**src/rtl/vend_pkg.sv**
```systemverilog
// Shared types and constants for the vending credit path.
package vend_pkg;

  localparam int CENTS_W = 10;

  typedef logic [CENTS_W-1:0] cents_t;
  typedef logic [1:0]         item_t;

  localparam cents_t COIN_NICKEL  = 10'd5;
  localparam cents_t COIN_DIME    = 10'd10;
  localparam cents_t COIN_QUARTER = 10'd25;
  localparam cents_t COIN_DOLLAR  = 10'd100;

  typedef enum logic {
    COLLECT = 1'b0,
    WAIT    = 1'b1
  } state_t;

  // Registered output bundle of the controller.
  typedef struct packed {
    cents_t credit;
    cents_t change;
    logic   vend;
    item_t  vend_item;
    logic   coin_reject;
    logic   insufficient;
    logic   busy;
  } vend_out_t;

endpackage

```
**src/rtl/vend_wait_timer.sv**
```systemverilog
// Loadable down-counter; done is high while the count sits at zero.
module vend_wait_timer #(
  parameter int W = 6
) (
  input  logic         clk,
  input  logic         rst,
  input  logic         load,
  input  logic [W-1:0] load_val,
  input  logic         dec,
  output logic         done
);

  logic [W-1:0] count;

  // Load has priority over decrement; the count never wraps below zero.
  always_ff @(posedge clk) begin
    if (rst)                       count <= '0;
    else if (load)                 count <= load_val;
    else if (dec && count != '0)   count <= count - 1'b1;
  end

  assign done = (count == '0);

endmodule

```
**src/rtl/vend_credit_controller.sv**
```systemverilog
// Coin credit accumulator and sale decision for the vending machine.
// Optional refund path enabled by defining VEND_REFUND_EN.
module vend_credit_controller #(
  parameter int PRICE0        = 65,
  parameter int PRICE1        = 100,
  parameter int PRICE2        = 50,
  parameter int PRICE3        = 125,
  parameter int MAX_CREDIT    = 1000,
  parameter int DISPENSE_WAIT = 48
) (
  input  logic       clk,
  input  logic       rst,
  input  logic       coin_nickel,
  input  logic       coin_dime,
  input  logic       coin_quarter,
  input  logic       coin_dollar,
  input  logic       sel_valid,
  input  logic [1:0] sel,
`ifdef VEND_REFUND_EN
  input  logic       refund,
`endif
  output logic [9:0] credit,
  output logic [9:0] change,
  output logic       vend,
  output logic [1:0] vend_item,
  output logic       coin_reject,
  output logic       insufficient,
  output logic       busy
);
  import vend_pkg::*;

  localparam int TW = (DISPENSE_WAIT > 2) ? $clog2(DISPENSE_WAIT) : 1;
  localparam logic [TW-1:0]      WAIT_LOAD = TW'(DISPENSE_WAIT - 1);
  localparam logic [CENTS_W:0]   MAX_C     = (CENTS_W+1)'(MAX_CREDIT);

  state_t             state, state_nxt;
  vend_out_t          out_q, out_nxt;
  cents_t             price, coin_val;
  logic [CENTS_W:0]   coin_sum;
  logic               coin_any, coin_multi;
  logic               settle;
  logic               tmr_load, tmr_dec, tmr_done;

  // Price lookup for the requested item.
  always_comb begin
    case (sel)
      2'd0:    price = CENTS_W'(PRICE0);
      2'd1:    price = CENTS_W'(PRICE1);
      2'd2:    price = CENTS_W'(PRICE2);
      default: price = CENTS_W'(PRICE3);
    endcase
  end

  // Highest-value coin wins when several are offered together.
  always_comb begin
    coin_val = '0;
    if (coin_dollar)       coin_val = COIN_DOLLAR;
    else if (coin_quarter) coin_val = COIN_QUARTER;
    else if (coin_dime)    coin_val = COIN_DIME;
    else if (coin_nickel)  coin_val = COIN_NICKEL;
  end

  assign coin_any   = coin_nickel | coin_dime | coin_quarter | coin_dollar;
  assign coin_multi = $countones({coin_nickel, coin_dime, coin_quarter, coin_dollar}) > 1;
  assign coin_sum   = {1'b0, out_q.credit} + {1'b0, coin_val};

  // Next-state and next-output decision; selection uses the pre-coin credit.
  always_comb begin
    state_nxt            = state;
    out_nxt              = out_q;
    out_nxt.change       = '0;
    out_nxt.vend         = 1'b0;
    out_nxt.coin_reject  = 1'b0;
    out_nxt.insufficient = 1'b0;
    settle               = 1'b0;
    tmr_load             = 1'b0;
    tmr_dec              = 1'b0;
    case (state)
      COLLECT: begin
        if (sel_valid) begin
          if (out_q.credit >= price) begin
            settle            = 1'b1;
            out_nxt.vend      = 1'b1;
            out_nxt.vend_item = sel;
            out_nxt.change    = out_q.credit - price;
            out_nxt.credit    = '0;
            // A zero-change sale never engages the dispenser, so no hold-off.
            if (out_q.credit != price) begin
              state_nxt = WAIT;
              tmr_load  = 1'b1;
            end
          end else begin
            out_nxt.insufficient = 1'b1;
          end
        end
`ifdef VEND_REFUND_EN
        else if (refund && out_q.credit != '0) begin
          settle         = 1'b1;
          out_nxt.change = out_q.credit;
          out_nxt.credit = '0;
          state_nxt      = WAIT;
          tmr_load       = 1'b1;
        end
`endif
        // Credit is being paid out this cycle, so a coin cannot be banked.
        if (coin_any) begin
          if (settle || coin_multi || coin_sum > MAX_C) out_nxt.coin_reject = 1'b1;
          if (!settle && coin_sum <= MAX_C)             out_nxt.credit = coin_sum[CENTS_W-1:0];
        end
      end
      WAIT: begin
        out_nxt.coin_reject = coin_any;
        if (tmr_done) state_nxt = COLLECT;
        else          tmr_dec   = 1'b1;
      end
      default: state_nxt = COLLECT;
    endcase
    out_nxt.busy = (state_nxt == WAIT);
  end

  // State and output registers.
  always_ff @(posedge clk) begin
    if (rst) begin
      state <= COLLECT;
      out_q <= '0;
    end else begin
      state <= state_nxt;
      out_q <= out_nxt;
    end
  end

  vend_wait_timer #(.W(TW)) u_wait (
    .clk      (clk),
    .rst      (rst),
    .load     (tmr_load),
    .load_val (WAIT_LOAD),
    .dec      (tmr_dec),
    .done     (tmr_done)
  );

  assign credit       = out_q.credit;
  assign change       = out_q.change;
  assign vend         = out_q.vend;
  assign vend_item    = out_q.vend_item;
  assign coin_reject  = out_q.coin_reject;
  assign insufficient = out_q.insufficient;
  assign busy         = out_q.busy;

endmodule
```
**config.mk**
```make
export PLATFORM = sky130hd
export DESIGN_NAME = vend_credit_controller
export DESIGN_NICKNAME = d
export VERILOG_FILES = /design/src/rtl/vend_pkg.sv /design/src/rtl/vend_wait_timer.sv /design/src/rtl/vend_credit_controller.sv
export SDC_FILE = /design/constraint.sdc
export NUM_CORES = 1
export LEC_CHECK = 0
export CAP_MARGIN = 15
export CELL_PAD_IN_SITES_DETAIL_PLACEMENT = 1
export CELL_PAD_IN_SITES_GLOBAL_PLACEMENT = 2
export CORE_UTILIZATION = 41
export CTS_CLUSTER_DIAMETER = 40
export DETAILED_ROUTE_END_ITERATION = 10
export DONT_BUFFER_PORTS = 1
export MAX_ROUTING_LAYER = met4
export PLACE_DENSITY_LB_ADDON = 0.1
export SYNTH_ARGS = -nofsm -noshare
export SYNTH_HDL_FRONTEND = slang
export SYNTH_HIERARCHICAL = 1
export SYNTH_SLANG_ARGS = --single-unit
```
**constraint.sdc**
```tcl
create_clock -name clk -period 6.8 [get_ports clk]
set_clock_uncertainty 0.1 [all_clocks]
set_input_delay 1.02 -clock clk [delete_from_list [all_inputs] [get_ports clk]]
set_output_delay 1.02 -clock clk [all_outputs]
set_load 0.02 [all_outputs]
```
# Word-level counts from Yosys, hierarchy flattened
# Cells that the tools add are included.
# word_totals
in_bits,9
out_inout_bits,26
reg_bits,32
# op_classes
magnitude_cmp,4
eq_ne,3
bitwise_logic,6
n_addsub,6
reduce_logical,13
muxes,25
# op_table
op,n
$mux W23,2
$pmux W7 S3,1
$mux W10,2
$mux W1,12
$mux W6,2
$add A10 B10 Y11,1
$gt A11 B10 Y1 const B,1
$le A11 B10 Y1 const B,1
$ge A10 B10 Y1,1
$ne A10 B10 Y1,1
$sub A10 B10 Y10,1
$mux W7,1
$logic_not A6 Y1,1
$reduce_bool A6 Y1,1
$sub A6 B1 Y6 const B,1
$mux W5,1
$add A1 B1 Y2,2
$mux W4,1
$pmux W1 S2,2
$reduce_or A4 Y1,1
$add A2 B2 Y3,1
$gt A3 B1 Y1 const B,1
$mux W3,1
$not A1 Y1,3
11 further kinds,15

# Longest topological paths before layout
# logic_depth
ltp_word,11
mapped_depth,14
depth_no_buf,14

# Cells and area by module
# The synthesis kept the hierarchy.
# modules_own_cells
mod,area_each_um2,n_inst,cells_per_inst
vend_credit_controller,1893.1,1,220
vend_wait_timer,371.6,1,42

# Least setup slack after synthesis
# OpenSTA, ideal clock, no wires.
# synth_path
path_type,input to register
startpoint,input sel[0]
endpoint,register u_wait.count[1]
t_required_ns,6.609
setup_time_ns,0.091
arrival_ns,3.485
path_slack_ns,3.124
path_buffers,1
stages,13
cell_sequence,inv_1 > ha_1 > inv_1 > ha_1 > fa_1 > nand2b_1 > a21oi_1 > a2111oi_0 > and2_1 > nor3_1 > inv_1 > buf_2 > a311oi_1
# synth_between
elab_chain_len,8
# synth_lines
item,line_no,source
"start, declared",vend_credit_controller.sv:18,"input logic [1:0] sel,"
$eq A2 B2 Y1 (tied with other cells),vend_credit_controller.sv:46,case (sel)
$pmux W7 S3 *,vend_credit_controller.sv:46,
branches (longest 2 deep; another with $ge A10 B10 Y1),n/a,
$mux W1 *,vend_credit_controller.sv:81,if (out_q.credit >= price) begin
$mux W1 *,vend_credit_controller.sv:80,if (sel_valid) begin
$mux W1 *,vend_credit_controller.sv:78,case (state)
net tmr_load,vend_credit_controller.sv:42,"logic tmr_load, tmr_dec, tmr_done;"
$mux W6 or $reduce_bool A2 Y1 (tied branches),n/a,
"end signal, assigned",vend_wait_timer.sv:18,else if (load) count <= load_val;
"end signal, assigned",vend_wait_timer.sv:19,else if (dec && count != '0) count <= count - 1'b1;
"end, declared",vend_wait_timer.sv:13,logic [W-1:0] count;
# Mark *: on every way through the listed nets, which the timed path passes.
# A chain may end at the register's enable or synchronous reset.

# Worst setup path after layout
# Same ends and word-level chain as after synthesis.

==> results by group <==
Run status
  – Outcome: complete, no violations

Clocking
  – TritonCTS Buffers: 5
  – Worst skew pair latency: between 0.2 and 0.3 ns
  – Clock Pin Slew Worst Setup and Hold Paths: roughly 0.07 ns
  – Buffer depth of the longest clock path: 2
  – Hold buffers post-CTS: 0
  – # clock sinks: 32
  – Root Driver: clkbuf_8
  – CTS tree: done
  – Post-CTS setup buffer count: 0
  – Post-CTS sizing: 0
  – CTS H-tree depth: 2

GRT
  – Grt ovf: 0
  – Gr usage total: 0.2146
  – Largest net degree at the start of global routing: 18
  – Global-route wire length before repair: around 10000 um
  – Met2 Resource Use GR: 0.3568
  – Met1 usage: 0.2662
  – Global routing's busiest layer: met2
  – Met3 Use GR: 0.03473
  – Antenna violations before repair: 0
  – Vias in the first global route: between 1500 and 2000

Critical path
  – Kind of critical path: in -> reg
  – Reg-to-reg slack, setup: around 3.2 ns
  – FF-to-FF path depth: 12
  – FF-to-FF Start: credit[0]$_SDFFE_PP0N_
  – Critical Path AT: ~4.2 ns
  – R2r endpoint: u_wait/count[1]$_SDFFE_PP0P_
  – Worst Path Required: a little under 7 ns
  – Startpoint Class: input pin
  – Crit path max fanout: 11
  – Crit. End Element: register

Power
  – Combinational power share: 0.488
  – Worst VDD drop: 0.1654 mV
  – Clock share of power: 0.176
  – Power Dens Cells: between 400 and 500 nW/um2
  – Part of the power in registers: 0.336
  – Leak: ~1.0 nW
  – Sw Pwr: approximately 0.00046 W
  – P_int: between 0.0005 and 0.0006 W
  – Sw Ratio: 0.4407

Synthesis
  – Syn Area/Cell: between 8 and 9 um2
  – Sequential area share after synthesis: 0.2829
  – YS warnings: 6
  – Post-Synthesis Cells: approximately 260
  – Post-synth EDFFs: 0
  – Synthesized area: about 2300 um2
  – Top FF cell, synth: dfxtp_1
  – Synth cell types: 63
  – Yosys reg bits: 32
  – Share of flip-flops with an asynchronous set or reset: 0

Route
  – Detailed-route vias per instance: between 5 and 6
  – DRC Markers: 0
  – Antenna-violating nets left: 0
  – Routed wire length: 5585 um
  – Vias: between 1500 and 2000
  – DR WL/cell: roughly 17 um
  – TritonRoute pass-1 iters: 4
  – Initial DRC Count: 29

Worst hold path
  – Hold_sp: u_wait/count[1]$_SDFFE_PP0P_
  – Worst Hold Class: reg -> reg
  – Hold Path Sink: u_wait/count[1]$_SDFFE_PP0P_
  – Hold-critical path depth: 2

Placed design
  – Placed cell count: 330
  – Port Buf Inserts: 0
  – Placer congestion estimate: roughly 0.84
  – Hpwl dp: 4342 um

Timing
  – Fin. Hold Viols: 0
  – Fmax: approximately 0.25 GHz
  – Worst-Margin Slew: ~0.7 ns
  – # setup viols final: 0
  – Tmin final: 4.055 ns
  – Setup TNS: 0 ns
  – Slew margin rel.: 0.5161
  – Pins Over Slew Limit: 0
  – Period utilisation layout: 0.5963
  – RSZ-0062 raised after global routing: false

Final layout
  – Non-filler instance count after layout: approximately 340
  – Final Core Density: 0.4697
  – # diodes: 0
  – Highest-count cells in the layout ignoring fill and taps: nor2_1 (32), dfxtp_1 (32), inv_1 (22)
  – Share of cells above drive strength 1: 0.1157
  – Synth-to-Final Area Change: 7.956%
  – Filler cell count: ~640
  – Fin nets: 300

Die
  – Core Box Area: ~5200 um2
  – Die H: approximately 76 um
  – Initial cell density of the core: 0.4351
  – Die area: ~5800 um2
  – FP Rows: 26
  – I/O pins: 35
  – Chip Width: roughly 76 um

Job
  – Total of max-cap violations: 0
routing by layer:
layer	wire (um)	vias up
li1	-	948
met1	2763	898
met2	2611	30
met3	141	6
met4	69	0
met5	0	-
worst max-delay path: stages:
cell and delay, ns:
inv_1 0.05, ha_1 0.28, inv_1 0.04, ha_1 0.19
fa_1 0.40, nand2b_1 0.17, a21oi_1 0.35, a2111oi_0 0.25
and2_1 0.22, nor3_1 0.41, inv_1 0.30, o2111ai_1 0.14
o21ai_1 0.09, a311oi_1 0.23
state kept, by name, summed over array words and instances, names as in the netlist:
| register | count |
|---|---|
| change | 10 |
| credit | 10 |
| u_wait/count | 6 |
| vend_item | 2 |
| busy | 1 |
| coin_reject | 1 |
| insufficient | 1 |
| vend | 1 |
Yosys cell counts (4+ instances only):
master,count,area [um2]
inv_1,22,82.58
dfxtp_1,32,640.6
ha_1,21,262.8
nand2_1,7,26.28
nor3_1,13,65.06
mux2i_1,4,40.04
a22o_1,6,52.55
o21ai_0,12,60.06
a211oi_1,4,30.03
nor2_1,32,120.1
nor2b_1,4,25.02
a21oi_1,16,80.08
nand2b_1,4,25.02
xor2_1,5,43.79
xnor2_1,7,61.31
power by group through the flow:
stage          Combinational [W]  Clock [W]  Sequential [W]
3_3_place_gp            0.000502          0        0.000353
4_1_cts                 0.000513   0.000186        0.000350
5_1_grt                 0.000577   0.000193        0.000360
3_5_place_dp            0.000508          0        0.000355
6_report                0.000509   0.000184        0.000350
2_1_floorplan           0.000426          0        0.000328
metrics by stage:
stage	cell area, um2	setup slack [ns]	power [W]	hold slack, ns
floorplan	2280	3.124	0.0007541	0.3848
global placement	2337	2.649	0.0008551	0.4108
detailed placement	2337	2.463	0.0008630	0.4200
CTS	2445	2.722	0.001050	0.4313
global route	2445	2.460	0.001130	0.4727
finish	2445	2.745	0.001042	0.4331
layout make-up:
cell class	count	area (um2)	share of cell area
Sequential cell	32	640.6	0.2620
Clock buffer	6	72.57	0.02968
Clock inverter	2	35.03	0.01433
Tap cell	70	87.58	0.03582
Inverter	22	82.58	0.03378
Multi-Input combinational cell	206	1526	0.6244
how the worst max path moves through the flow:
stage	startpoint	to	slack [ns]	cells after the start
floorplan	sel[0]	u_wait/count[1]$_SDFFE_PP0P_	3.12	13
global placement	sel[0]	u_wait/count[1]$_SDFFE_PP0P_	2.65	14
detailed placement	sel[0]	u_wait/count[1]$_SDFFE_PP0P_	2.46	14
CTS	sel[0]	u_wait/count[1]$_SDFFE_PP0P_	2.72	14
global route	sel[0]	u_wait/count[1]$_SDFFE_PP0P_	2.46	14
finish	sel[0]	u_wait/count[1]$_SDFFE_PP0P_	2.75	14
cell families (layout without fill, tap and decap cells):
kind of cell / after synthesis / in the layout / synth area share
AOI/OAI and AO/OA: 66 / 66 / 0.2188
muxes: 4 / 4 / 0.01768
DFF: 32 / 32 / 0.2829
and+or+nand+nor: 94 / 94 / 0.2387
buffers and inverters: 28 / 30 / 0.04972
xor gates and xnor gates: 12 / 12 / 0.04641
adders and majority gates: 24 / 24 / 0.1425
other: 2 / 6 / 0.003316
(Power assumes the default switching activity.)
